===== src/rtl/rc_seq_pkg.sv =====
// rc_seq_pkg: shared definitions for the bit-serial AND/OR sequencer.
//   N_DEFAULT  default operand width
//   OP_CNT_W   width of the completed-operation counter
//   state_t    sequencer state encoding (IDLE, RUN, DONE)
package rc_seq_pkg;

   localparam int N_DEFAULT = 8;
   localparam int OP_CNT_W  = 8;

   typedef enum logic [1:0] {
      IDLE = 2'd0,
      RUN  = 2'd1,
      DONE = 2'd2
   } state_t;

endpackage


===== src/rtl/rc_seq_if.sv =====
// rc_seq_if: operand/result handshake bundle for rc_seq.
//   in_valid/in_ready/a/b        operand channel (producer -> block)
//   and_out/or_out/out_valid/out_ready  result channel (block -> consumer)
//   busy, op_count               status
// Handshake: a transfer happens on a rising edge where valid and ready are
// both 1. Valid is never withdrawn by the block once raised; the producer
// holds in_valid/a/b until it sees in_ready, and the block holds
// out_valid/and_out/or_out stable until the edge where out_ready is 1.
interface rc_seq_if
   import rc_seq_pkg::*;
#(
   parameter int N = N_DEFAULT
);
   logic                in_valid;
   logic                in_ready;
   logic [N-1:0]        a;
   logic [N-1:0]        b;
   logic [N-1:0]        and_out;
   logic [N-1:0]        or_out;
   logic                out_valid;
   logic                out_ready;
   logic                busy;
   logic [OP_CNT_W-1:0] op_count;

   // master: producer/consumer environment
   modport master (
      output in_valid, a, b, out_ready,
      input  in_ready, and_out, or_out, out_valid, busy, op_count
   );

   // slave: the rc_seq block
   modport slave (
      input  in_valid, a, b, out_ready,
      output in_ready, and_out, or_out, out_valid, busy, op_count
   );
endinterface


===== src/rtl/rc_seq_rc.sv =====
// rc: single-bit AND/OR cell.
//   x, y  input bits
//   w     x AND y
//   z     x OR y
module rc (
   input  logic x,
   input  logic y,
   output logic w,
   output logic z
);
   assign w = x & y;
   assign z = x | y;
endmodule


===== src/rtl/rc_seq.sv =====
// rc_seq: bit-serial AND/OR of two N-bit operands using one rc cell,
// one bit per clock, LSB first.
//   clock   rising-edge clock
//   reset_  synchronous active-low reset
//   bus     rc_seq_if slave: operand and result handshakes, busy, op_count
//   state   current sequencer state (debug visibility)
module rc_seq
   import rc_seq_pkg::*;
#(
   parameter int N = N_DEFAULT
) (
   input  logic    clock,
   input  logic    reset_,
   rc_seq_if.slave bus,
   output state_t  state
);
   localparam int CW = $clog2(N);

   state_t              state_r;
   logic [CW-1:0]       bit_cnt;
   logic [N-1:0]        a_sr;
   logic [N-1:0]        b_sr;
   logic [N-1:0]        and_r;
   logic [N-1:0]        or_r;
   logic [OP_CNT_W-1:0] op_cnt;
   logic                in_ready_r;
   logic                busy_r;
   logic                out_valid_r;
   logic                w;
   logic                z;

   // The one shared cell always sees the current LSBs; its outputs are only
   // captured while in RUN.
   rc u_rc (
      .x (a_sr[0]),
      .y (b_sr[0]),
      .w (w),
      .z (z)
   );

   always_ff @(posedge clock) begin
      if (!reset_) begin
         state_r     <= IDLE;
         bit_cnt     <= '0;
         a_sr        <= '0;
         b_sr        <= '0;
         and_r       <= '0;
         or_r        <= '0;
         op_cnt      <= '0;
         in_ready_r  <= 1'b1;
         busy_r      <= 1'b0;
         out_valid_r <= 1'b0;
      end else begin
         case (state_r)
            IDLE: begin
               if (bus.in_valid) begin
                  a_sr       <= bus.a;
                  b_sr       <= bus.b;
                  bit_cnt    <= '0;
                  state_r    <= RUN;
                  in_ready_r <= 1'b0;
                  busy_r     <= 1'b1;
               end
            end
            RUN: begin
               a_sr    <= a_sr >> 1;
               b_sr    <= b_sr >> 1;
               // Results fill from the MSB so that after N steps bit i
               // lines up with operand bit i.
               and_r   <= {w, and_r[N-1:1]};
               or_r    <= {z, or_r[N-1:1]};
               bit_cnt <= bit_cnt + CW'(1);
               if (bit_cnt == CW'(N - 1)) begin
                  state_r     <= DONE;
                  busy_r      <= 1'b0;
                  out_valid_r <= 1'b1;
               end
            end
            DONE: begin
               if (bus.out_ready) begin
                  op_cnt      <= op_cnt + OP_CNT_W'(1);
                  state_r     <= IDLE;
                  out_valid_r <= 1'b0;
                  in_ready_r  <= 1'b1;
               end
            end
            default: begin
               state_r     <= IDLE;
               in_ready_r  <= 1'b1;
               busy_r      <= 1'b0;
               out_valid_r <= 1'b0;
            end
         endcase
      end
   end

   assign bus.in_ready  = in_ready_r;
   assign bus.busy      = busy_r;
   assign bus.out_valid = out_valid_r;
   assign bus.and_out   = and_r;
   assign bus.or_out    = or_r;
   assign bus.op_count  = op_cnt;
   assign state         = state_r;

endmodule

===== src/flat_wrapper.sv =====
// flat-port wrapper written by rule: the top's interface ports become plain ports
module rc_seq_flat import rc_seq_pkg::*;
#(
   parameter int N = N_DEFAULT
)
  (clock, reset_, state, bus_in_valid, bus_a, bus_b, bus_out_ready, bus_in_ready, bus_and_out, bus_or_out, bus_out_valid, bus_busy, bus_op_count);
  rc_seq_if #(.N(N)) bus_i ();
  input  logic clock;
  input  logic reset_;
  output state_t state;
  input wire logic [$bits(bus_i.in_valid)-1:0] bus_in_valid;
  input wire logic [$bits(bus_i.a)-1:0] bus_a;
  input wire logic [$bits(bus_i.b)-1:0] bus_b;
  input wire logic [$bits(bus_i.out_ready)-1:0] bus_out_ready;
  output wire logic [$bits(bus_i.in_ready)-1:0] bus_in_ready;
  output wire logic [$bits(bus_i.and_out)-1:0] bus_and_out;
  output wire logic [$bits(bus_i.or_out)-1:0] bus_or_out;
  output wire logic [$bits(bus_i.out_valid)-1:0] bus_out_valid;
  output wire logic [$bits(bus_i.busy)-1:0] bus_busy;
  output wire logic [$bits(bus_i.op_count)-1:0] bus_op_count;
  assign bus_i.in_valid = bus_in_valid;
  assign bus_i.a = bus_a;
  assign bus_i.b = bus_b;
  assign bus_i.out_ready = bus_out_ready;
  assign bus_in_ready = bus_i.in_ready;
  assign bus_and_out = bus_i.and_out;
  assign bus_or_out = bus_i.or_out;
  assign bus_out_valid = bus_i.out_valid;
  assign bus_busy = bus_i.busy;
  assign bus_op_count = bus_i.op_count;
  rc_seq #(.N(N)) u_core (.clock(clock), .reset_(reset_), .bus(bus_i), .state(state));
endmodule

===== config.mk =====
export PLATFORM = sky130hd
export DESIGN_NAME = rc_seq_flat
export DESIGN_NICKNAME = d
export VERILOG_FILES = /design/src/rtl/rc_seq_pkg.sv /design/src/rtl/rc_seq_if.sv /design/src/rtl/rc_seq_rc.sv /design/src/rtl/rc_seq.sv /design/src/flat_wrapper.sv
export SDC_FILE = /design/constraint.sdc
export NUM_CORES = 1
export LEC_CHECK = 0
export ABC_AREA = 1
export CAP_MARGIN = 10
export CORE_AREA = 8 8 64 80
export CTS_BUF_LIST = sky130_fd_sc_hd__clkbuf_4
export CTS_CLUSTER_SIZE = 10
export DETAILED_ROUTE_END_ITERATION = 10
export DIE_AREA = 0 0 72 88
export PLACE_DENSITY = 0.92
export SLEW_MARGIN = 20
export SYNTH_ARGS = -nofsm -noshare
export SYNTH_HDL_FRONTEND = slang
export SYNTH_SLANG_ARGS = --single-unit

===== constraint.sdc =====
create_clock -name clock -period 2.3 [get_ports clock]
set_clock_uncertainty 0.15 [all_clocks]
set_input_delay 0.23 -clock clock [delete_from_list [all_inputs] [get_ports clock]]
set_output_delay 0.23 -clock clock [all_outputs]
set_load 0.01 [all_outputs]

==> flow_metrics.py, run 1 <==
metrics = {
    "status": {
        "status": "finished, final reports clean",
    },
    "global_routing": {
        "gr-usage-all-layers": 0.147,
        "grt-ovfl-total": 0,
        "grt_max_degree": 36,
        "grt_pass1_vias": 1806,
        "antenna_found_initial": 0,
        "grt_pass1_wl_um": 7600,
    },
    "sta": {
        "period_share": 0.768,
        "fin_crit_ps": 1770,
        "grt_setup_unrepaired": "no",
        "setup_violations": 0,
        "finalHoldViolCount": 0,
        "holdWs_ps": 264,
        "slew_headroom": 0.641,
        "finalWorstSetupSlack_ps": 533,
        "finalMaxSlewViolations": 0,
        "tightest_slew_ps": 537,
        "fin_setup_tns_ps": 0,
        "fmax_mhz": 566,
    },
    "synthesis": {
        "yosysSeqAreaShare": 0.467,
        "synth_ff_type": "dfxtp_1",
        "syn_nets": 316,
        "synth-edff-count": 0,
        "synth.most_common_cell": "nand2_1",
        "synth_xor_area_frac": 0.00852,
        "synth_cell_types": 15,
        "ys_warn_count": 0,
        "synth_commonest_cells": "nand2_1 (52), dfxtp_1 (48), nor2_1 (43)",
        "synth_fa_ha_area_frac": 0.0182,
        "synthArstFlopShare": 0,
        "synth_seq_cells": 48,
        "synth_top_family_by_area": "simple AND/OR/NAND/NOR gates",
        "synth_top_area_share": 0.467,
        "synth_area_leaders": "dfxtp_1 (47%), nand3_1 (9.5%), nand2_1 (9.5%), nor2_1 (7.8%), a21oi_1 (7.1%)",
        "syn_area_per_cell_sq_um": 7.02,
        "postSynthCellCount": 293,
        "synth_compound_gate_area_share": 0.119,
        "synth_mux_area_frac": 0,
        "yosysTopAreaCell": "dfxtp_1",
        "syn_area_sq_um": 2060,
        "yosys.area_share.simple": 0.280,
    },
    "route": {
        "drc_errors": 0,
        "viasPerCell": 5.01,
        "vias": 1977,
        "postRouteAntennaNets": 0,
        "drtIter0Drc": 188,
        "wl_per_cell_um": 11.3,
        "first_pass_iters": 4,
        "drt_wl_total_um": 4450,
    },
    "clock_network": {
        "clkLatencyLatePin_ps": 360,
        "cts_root_buffer": "clkbuf_4",
        "cts.sinks": 48,
        "htreeDepth": 2,
        "cts_setup_buffers": 0,
        "cts.reportedPaths.clkPinSlew_ps": 130,
        "clock_path_buffers": 2,
        "cts_hold_buffers": 0,
        "cts_resized": 0,
        "tritoncts": "yes",
        "cts_buffers": 5,
    },
    "finish": {
        "fill_cells": 337,
        "diodes": 0,
        "ff_latch_area_sq_um": 961,
        "multi_input_area_sq_um": 876,
        "final_nets": 361,
        "layout-drive-gt1-share": 0.0472,
        "area_growth_pct": 27.4,
    },
    "floorplan": {
        "io_pins": 49,
        "core_sq_um": 3940,
        "start_util": 0.523,
        "rows": 26,
        "die_h_um": 88,
        "dieWidth_um": 72,
        "dieArea_sq_um": 6340,
    },
    "critical_path": {
        "end_kind": "flop",
        "critPathLaunchType": "flop",
        "crit_fanout": 35,
        "path_class": "reg -> reg",
        "crit_required_ps": 2410,
        "arrival_ps": 1880,
        "cp-startpoint": "u_core.state[1]$_SDFFE_PN0P_",
        "reg2reg_from": "u_core.state[1]$_SDFFE_PN0P_",
    },
    "place": {
        "place_congestion": 0.748,
        "dp_hpwl_um": 3250,
        "place_worst_setup_slack_ps": 489,
        "port_buffers": 48,
    },
    "flow_run": {
        "maxCapViolCount": 0,
    },
    "min_path": {
        "min-delay-start": "bus_b[7]",
        "hp-class": "in -> reg",
    },
    "pwr": {
        "powerDensity_nw_per_um2": 606,
        "p_total_w": 0.00159,
        "ir_worst_vdd_v": 0.000409,
        "p_leak_nw": 1.12,
    },
}
==> report_power, final <==
group	internal [W]	total, W	leakage (nW)	switching (W)
logic	0.000132	0.000278	0.695	0.000145
clock network	0.000142	0.000392	0.0338	0.000250
registers	0.000885	0.000918	0.394	0.0000334
==> critical path, cell delays in order, from the launching register on <==
cell and delay, ps:
dfxtp_1 380, inv_2 110, nand2_2 250, inv_2 510, nand2_1 110, nand3_1 100, a21oi_1 70
==> routing by layer <==
metal  GRT usage  routed length [um]  share of wire  up-vias
li1            -                   -              -     1016
met4      0.0577                  57          0.013        0
met5           0                   0              0        -
met3      0.0424                 210          0.047        7
met1       0.156                1900           0.43      909
met2       0.265                2290           0.51       45
==> logic make-up (layout without fill, tap and decap cells) <==
logic type                 Yosys count  after routing
adders and majority gates            3              3
xor gates and xnor gates             2              2
DFF                                 48             48
AOI/OAI and AO/OA                   49             49
buffers and inverters               53             99
and+or+nand+nor                    138            138
==> metrics by stage <==
step                      area [sq um]   util  instances
after detailed placement          2560  0.651        387
after global routing              2620  0.666        395
after floorplan                   2060      -        293
after CTS                         2620  0.666        395
final                             2620  0.666        395
after global placement            2560  0.651        387
==> cells in the final DEF (no fill, tap or decap) <==
cell             count
inv_1               37
a21oi_1             29
buf_4                4
inv_2                2
nor3_1               1
xor2_1               2
clkbuf_4             7
nand3_1             39
nor2_1              43
o21ai_0             20
ha_1                 3
dfxtp_1             48
clkdlybuf4s50_1     48
nand2_2              3
nand2_1             52
clkinv_1             1
==> state kept, by name, indices dropped and copies added, names as in the netlist <==
register	count
u_core.bus.busy	1
u_core.bus.and_out	8
u_core.bus.in_ready	1
u_core.state	2
u_core.a_sr	8
u_core.bit_cnt	3
u_core.bus.out_valid	1
u_core.b_sr	8
u_core.bus.op_count	8
u_core.bus.or_out	8
==> final cells by class <==
type / instances / share of cell area
flip-flops and latches: 48 / 0.367
multi-input cells: 192 / 0.334
repair buffers: 52 / 0.195
inverters: 39 / 0.0559
well taps: 56 / 0.0267
clock buffers: 7 / 0.0201
clock inverters: 1 / 0.00143
==> final timing paths <==
check	slack, ps	depth (start not counted)	endpoint
setup / recovery	530	6	u_core.b_sr[0]$_SDFFE_PN0P_
hold / removal	260	3	u_core.b_sr[7]$_SDFFE_PN0P_
setup reg to reg	530	6	u_core.b_sr[0]$_SDFFE_PN0P_
hold reg to reg	310	2	u_core.bus.in_ready$_SDFFE_PN1P_
(Power assumes the default switching activity.)
==> inputs of run 2 (changes only) <==
--- a/config.mk
+++ b/config.mk
@@ -7,12 +7,12 @@
 export LEC_CHECK = 0
 export ABC_AREA = 1
 export CAP_MARGIN = 10
-export CORE_AREA = 8 8 64 80
+export CORE_AREA = 8 8 69 86
 export CTS_BUF_LIST = sky130_fd_sc_hd__clkbuf_4
 export CTS_CLUSTER_SIZE = 10
 export DETAILED_ROUTE_END_ITERATION = 10
-export DIE_AREA = 0 0 72 88
-export PLACE_DENSITY = 0.92
+export DIE_AREA = 0 0 77 94
+export PLACE_DENSITY = 0.83
 export SLEW_MARGIN = 20
 export SYNTH_ARGS = -nofsm -noshare
 export SYNTH_HDL_FRONTEND = slang
==> constraint.sdc (replaced) <==
create_clock -name clock -period 1.5 [get_ports clock]
set_clock_uncertainty 0.15 [all_clocks]
set_input_delay 0.15 -clock clock [delete_from_list [all_inputs] [get_ports clock]]
set_output_delay 0.15 -clock clock [all_outputs]
set_load 0.01 [all_outputs]
==> flow_metrics.py, run 2 (synthesis results as in run 1) <==
metrics = {
    "status": {
        "status": "finished, final reports clean",
    },
    "floorplan": {
        "core_sq_um": 4620,
        "dieWidth_um": 77,
        "rows": 28,
        "die_h_um": 94,
        "start_util": 0.445,
        "dieArea_sq_um": 7240,
        "io_pins": 49,
    },
    "finish": {
        "final_common_cell": "nand2_1",
        "design_area_sq_um": 2730,
        "fill_cells": 465,
        "final_cell_mix": "nand2_1 (52), nor2_1 (43), nand3_1 (39), dfxtp_1 (39), inv_1 (37)",
        "final_nets": 373,
        "area_growth_pct": 32.7,
        "layout-drive-gt1-share": 0.105,
        "diodes": 0,
        "fin_cells": 411,
    },
    "pwr": {
        "swShare": 0.260,
        "p_total_w": 0.00257,
        "p_int_w": 0.00190,
        "powerDensity_nw_per_um2": 943,
        "p_leak_nw": 1.32,
        "switching_power_w": 0.000669,
        "seqPwrFrac": 0.546,
        "comb_power_share": 0.165,
        "clkPwrFrac": 0.289,
        "ir_worst_vdd_v": 0.000486,
    },
    "global_routing": {
        "grt-ovfl-total": 0,
        "grt_pass1_wl_um": 7520,
        "grt_max_degree": 26,
        "grt_pass1_vias": 1819,
        "gr-usage-all-layers": 0.121,
        "antenna_found_initial": 0,
    },
    "route": {
        "met1_length_um": 1870,
        "postRouteAntennaNets": 0,
        "wl_per_cell_um": 10.7,
        "vias": 1927,
        "drtIter0Drc": 108,
        "top_layer_used": "met4",
        "routed-wl-met2_um": 2220,
        "wl_met3_um": 217,
        "drc_errors": 0,
        "viasPerCell": 4.69,
        "first_pass_iters": 4,
        "drt_wl_total_um": 4390,
    },
    "critical_path": {
        "crit_fanout": 4,
        "arrival_ps": 1120,
        "path_class": "reg -> out",
        "end_kind": "primary output",
        "critPathLaunchType": "flop",
        "crit_required_ps": 1200,
    },
    "place": {
        "placed_area_sq_um": 2670,
        "port_buffers": 48,
        "place_congestion": 0.758,
        "dp_hpwl_um": 3270,
        "place_inst": 403,
    },
    "sta": {
        "fin_setup_tns_ps": 0,
        "slew_headroom": 0.803,
        "finalHoldViolCount": 0,
        "period_share": 0.944,
        "tightest_slew_ps": 295,
        "fmax_mhz": 706,
        "setup_violations": 0,
        "finalMaxSlewViolations": 0,
        "grt_setup_unrepaired": "no",
        "fin_crit_ps": 1420,
    },
    "clock_network": {
        "htreeDepth": 2,
        "cts_root_buffer": "clkbuf_4",
        "clkLatencyLatePin_ps": 350,
        "cts.reportedPaths.clkPinSlew_ps": 120,
        "tritoncts": "yes",
        "cts_buffers": 5,
        "clock_path_buffers": 2,
        "cts.sinks": 48,
        "cts_setup_buffers": 0,
    },
    "flow_run": {
        "maxCapViolCount": 0,
    },
    "min_path": {
        "hp-class": "in -> reg",
    },
}
==> run 2: cell types whose count changed in the layout (fill, tap and decap cells not counted), moves of 2 or more <==
cell,change
clkdlybuf4s50_1,-29
dlygate4sd2_1,+29
buf_4,+11
dfxtp_1,-9
dfxtp_2,+8
clkbuf_4,-2
==> run 2: cell type report <==
class                      instances  area, sq um  area share
inverter                          39          146      0.0536
sequential                        48          975       0.357
clock inverter                     3         42.5      0.0156
clock buffer                       5         37.5      0.0138
tap                               60         75.1      0.0275
multi-input combinational        192          876       0.321
timing repair buffer              64          577       0.211
==> run 2: worst paths after layout <==
| kind | from | slack (ps) | endpoint | cells past startpoint |
|---|---|---|---|---|
| min | bus_a[7] | 190 | u_core.a_sr[7]$_SDFFE_PN0P_ | 3 |
| max reg2reg | u_core.state[1]$_SDFFE_PN0P_ | 170 | u_core.a_sr[0]$_SDFFE_PN0P_ | 7 |
| min reg2reg | u_core.bus.out_valid$_SDFFE_PN0P_ | 300 | u_core.bus.out_valid$_SDFFE_PN0P_ | 2 |
| max | u_core.state[1]$_SDFFE_PN0P_ | 80 | state[1] | 2 |
==> run 2: critical path, cell delays in order (launching register included) <==
cell	delay, ps
dfxtp_2	350
buf_4	140
dlygate4sd2_1	280
==> run 2: layer usage <==
metal  up-vias  global-route usage
li1       1035                   -
met1       840               0.129
met2        46               0.221
met3         6              0.0374
met4         0              0.0410
met5         -                   0
==> run 2: per-stage QoR <==
step	setup slack, ps	hold WS [ps]	util
4_1_cts	62.8	177	0.590
3_5_place_dp	24.6	290	0.578
3_3_place_gp	57.0	288	0.578
5_1_grt	24.8	208	0.590
6_report	83.3	194	0.590
2_1_floorplan	122	136	-
==> run 2: what timing repair did <==
item | 4_1_cts | 5_1_grt
hold buffers | 0 | 0
gates resized for setup | 39 | 0
endpoints found under the setup margin | 29 | 0
==> run 2: power by group through the flow <==
stage / clock (W) / combinational, W / sequential, W
3_5_place_dp: 0 / 0.000458 / 0.00144
3_3_place_gp: 0 / 0.000449 / 0.00143
6_report: 0.000744 / 0.000425 / 0.00140
4_1_cts: 0.000780 / 0.000431 / 0.00141
5_1_grt: 0.000831 / 0.000475 / 0.00142
2_1_floorplan: 0 / 0.000238 / 0.00145
==> inputs of run 3 (changes only) <==
--- a/config.mk
+++ b/config.mk
@@ -7,12 +7,14 @@
 export LEC_CHECK = 0
 export ABC_AREA = 1
 export CAP_MARGIN = 10
-export CORE_AREA = 8 8 69 86
+export CELL_PAD_IN_SITES_DETAIL_PLACEMENT = 0
+export CELL_PAD_IN_SITES_GLOBAL_PLACEMENT = 1
+export CORE_AREA = 8 8 81 101
 export CTS_BUF_LIST = sky130_fd_sc_hd__clkbuf_4
 export CTS_CLUSTER_SIZE = 10
 export DETAILED_ROUTE_END_ITERATION = 10
-export DIE_AREA = 0 0 77 94
-export PLACE_DENSITY = 0.83
+export DIE_AREA = 0 0 89 109
+export PLACE_DENSITY = 0.75
 export SLEW_MARGIN = 20
 export SYNTH_ARGS = -nofsm -noshare
 export SYNTH_HDL_FRONTEND = slang
==> flow_metrics.py, run 3 (synthesis results as in run 1) <==
metrics = {
    "status": {
        "status": "finished, final reports clean",
    },
    "sta": {
        "grt_setup_unrepaired": "no",
        "finalMaxSlewViolations": 0,
        "finalHoldViolCount": 0,
        "period_share": 0.954,
        "slew_headroom": 0.793,
        "fin_crit_ps": 1430,
        "finalWorstSetupSlack_ps": 68.5,
        "fmax_mhz": 699,
        "tightest_slew_ps": 310,
        "setup_violations": 0,
    },
    "route": {
        "vias": 1969,
        "viasPerCell": 4.48,
        "drt_wl_total_um": 4740,
        "first_pass_iters": 4,
        "drc_errors": 0,
        "postRouteAntennaNets": 0,
        "drtIter0Drc": 66,
        "wl_per_cell_um": 10.8,
    },
    "clock_network": {
        "cts.reportedPaths.clkPinSlew_ps": 130,
        "htreeDepth": 2,
        "cts_setup_buffers": 0,
        "tritoncts": "yes",
        "cts_hold_buffers": 0,
        "clock_path_buffers": 2,
        "cts.sinks": 48,
        "cts_root_buffer": "clkbuf_4",
        "clkLatencyLatePin_ps": 360,
        "cts_buffers": 5,
    },
    "global_routing": {
        "grt-ovfl-total": 0,
        "gr-usage-all-layers": 0.106,
        "grt_use_met1": 0.122,
        "grtUsageMet2": 0.185,
        "antenna_found_initial": 0,
        "grt_pass1_wl_um": 8430,
        "grt_pass1_vias": 1919,
        "grt-busiest-layer": "met2",
        "grt_max_degree": 39,
        "globalRouteMet3Util": 0.0226,
    },
    "critical_path": {
        "path_cells": "buf_4, dlygate4sd2_1",
        "crit_fanout": 5,
        "slowest_stage": "dfxtp_1",
        "end_kind": "primary output",
        "critPathMaxStageDelay_ps": 370,
        "path_class": "reg -> out",
        "critPathLaunchType": "flop",
        "worstReg2RegEnd": "u_core.a_sr[4]$_SDFFE_PN0P_",
        "arrival_ps": 1130,
        "crit_required_ps": 1200,
        "reg2regPathDepth": 5,
        "r2r_slack_ps": 130,
        "reg2reg_from": "u_core.state[1]$_SDFFE_PN0P_",
    },
    "min_path": {
        "holdPathStages": 3,
        "hp-class": "in -> reg",
        "min-delay-start": "bus_a[7]",
        "min_to": "u_core.a_sr[7]$_SDFFE_PN0P_",
    },
    "floorplan": {
        "rows": 34,
        "start_util": 0.306,
        "dieArea_sq_um": 9700,
        "dieWidth_um": 89,
        "core_sq_um": 6720,
        "die_h_um": 109,
        "io_pins": 49,
    },
    "finish": {
        "final_cell_mix": "nand2_1 (52), nor2_1 (43), nand3_1 (39)",
        "diodes": 0,
        "fill_cells": 758,
        "multi_input_area_sq_um": 876,
        "layout-drive-gt1-share": 0.109,
        "area_growth_pct": 33.5,
        "final_common_cell": "nand2_1",
        "ff_latch_area_sq_um": 975,
        "final_util": 0.408,
        "final_nets": 372,
    },
    "pwr": {
        "powerDensity_nw_per_um2": 881,
        "p_leak_nw": 1.31,
        "ir_worst_vdd_v": 0.000395,
    },
    "place": {
        "place_worst_setup_slack_ps": -26.2,
        "port_buffers": 48,
        "place_congestion": 0.746,
        "dp_hpwl_um": 3420,
    },
    "flow_run": {
        "maxCapViolCount": 0,
    },
}
-- run 3: metrics by stage --
stage / cells / hold WS (ps) / power (W) / setup TNS (ps) / area, sq um
detailed placement: 432 / 295 / 0.00190 / -80.3 / 2710
global placement: 432 / 291 / 0.00190 / 0 / 2710
floorplan: 293 / 136 / 0.00168 / 0 / 2060
finish: 440 / 183 / 0.00242 / 0 / 2750
global route: 440 / 195 / 0.00256 / 0 / 2750
CTS: 440 / 165 / 0.00246 / 0 / 2740
-- run 3: what timing repair did --
item	4_1_cts	5_1_grt
gates resized for setup	40	1
setup endpoints to repair	29	1
hold endpoints to repair	0	0
pin swaps	0	0
-- run 3: layout make-up --
| cell class | instances | share of cell area |
|---|---|---|
| sequential | 48 | 0.355 |
| multi-input combinational | 192 | 0.319 |
| timing repair buffer | 63 | 0.212 |
| inverter | 39 | 0.0542 |
| tap | 90 | 0.0410 |
| clock buffer | 5 | 0.0137 |
| clock inverter | 3 | 0.00501 |
-- run 3: worst max-delay path by stage --
stage | start | end | slack (ps) | depth (start not counted)
after CTS | u_core.state[1]$_SDFFE_PN0P_ | state[1] | 50 | 2
after floorplan | u_core.state[1]$_SDFFE_PN0P_ | u_core.bus.op_count[5]$_SDFFE_PN0P_ | 120 | 5
after detailed placement | bus_in_valid | u_core.b_sr[5]$_SDFFE_PN0P_ | -30 | 5
after global placement | bus_in_valid | u_core.a_sr[5]$_SDFFE_PN0P_ | 1 | 5
after global routing | u_core.state[1]$_SDFFE_PN0P_ | state[1] | 10 | 2
final | u_core.state[1]$_SDFFE_PN0P_ | state[1] | 70 | 2
-- run 3: metal layers --
layer | vias to the layer above | wire length (um)
met5 | - | 0
met4 | 0 | 67
met3 | 5 | 197
met2 | 34 | 2340
met1 | 894 | 2140
li1 | 1036 | -
-- run 3: critical path, delay by kind of cell (launching register included) --
kind / cells / cell delay (ps)
buffers and inverters: 2 / 410
DFF: 1 / 370
-- run 3: power by group --
group	total, W	switching, W	leakage, nW	internal, W
Clock	0.000582	0.000409	0.0324	0.000173
Sequential	0.00141	0.0000485	0.399	0.00136
Combinational	0.000428	0.000227	0.876	0.000201
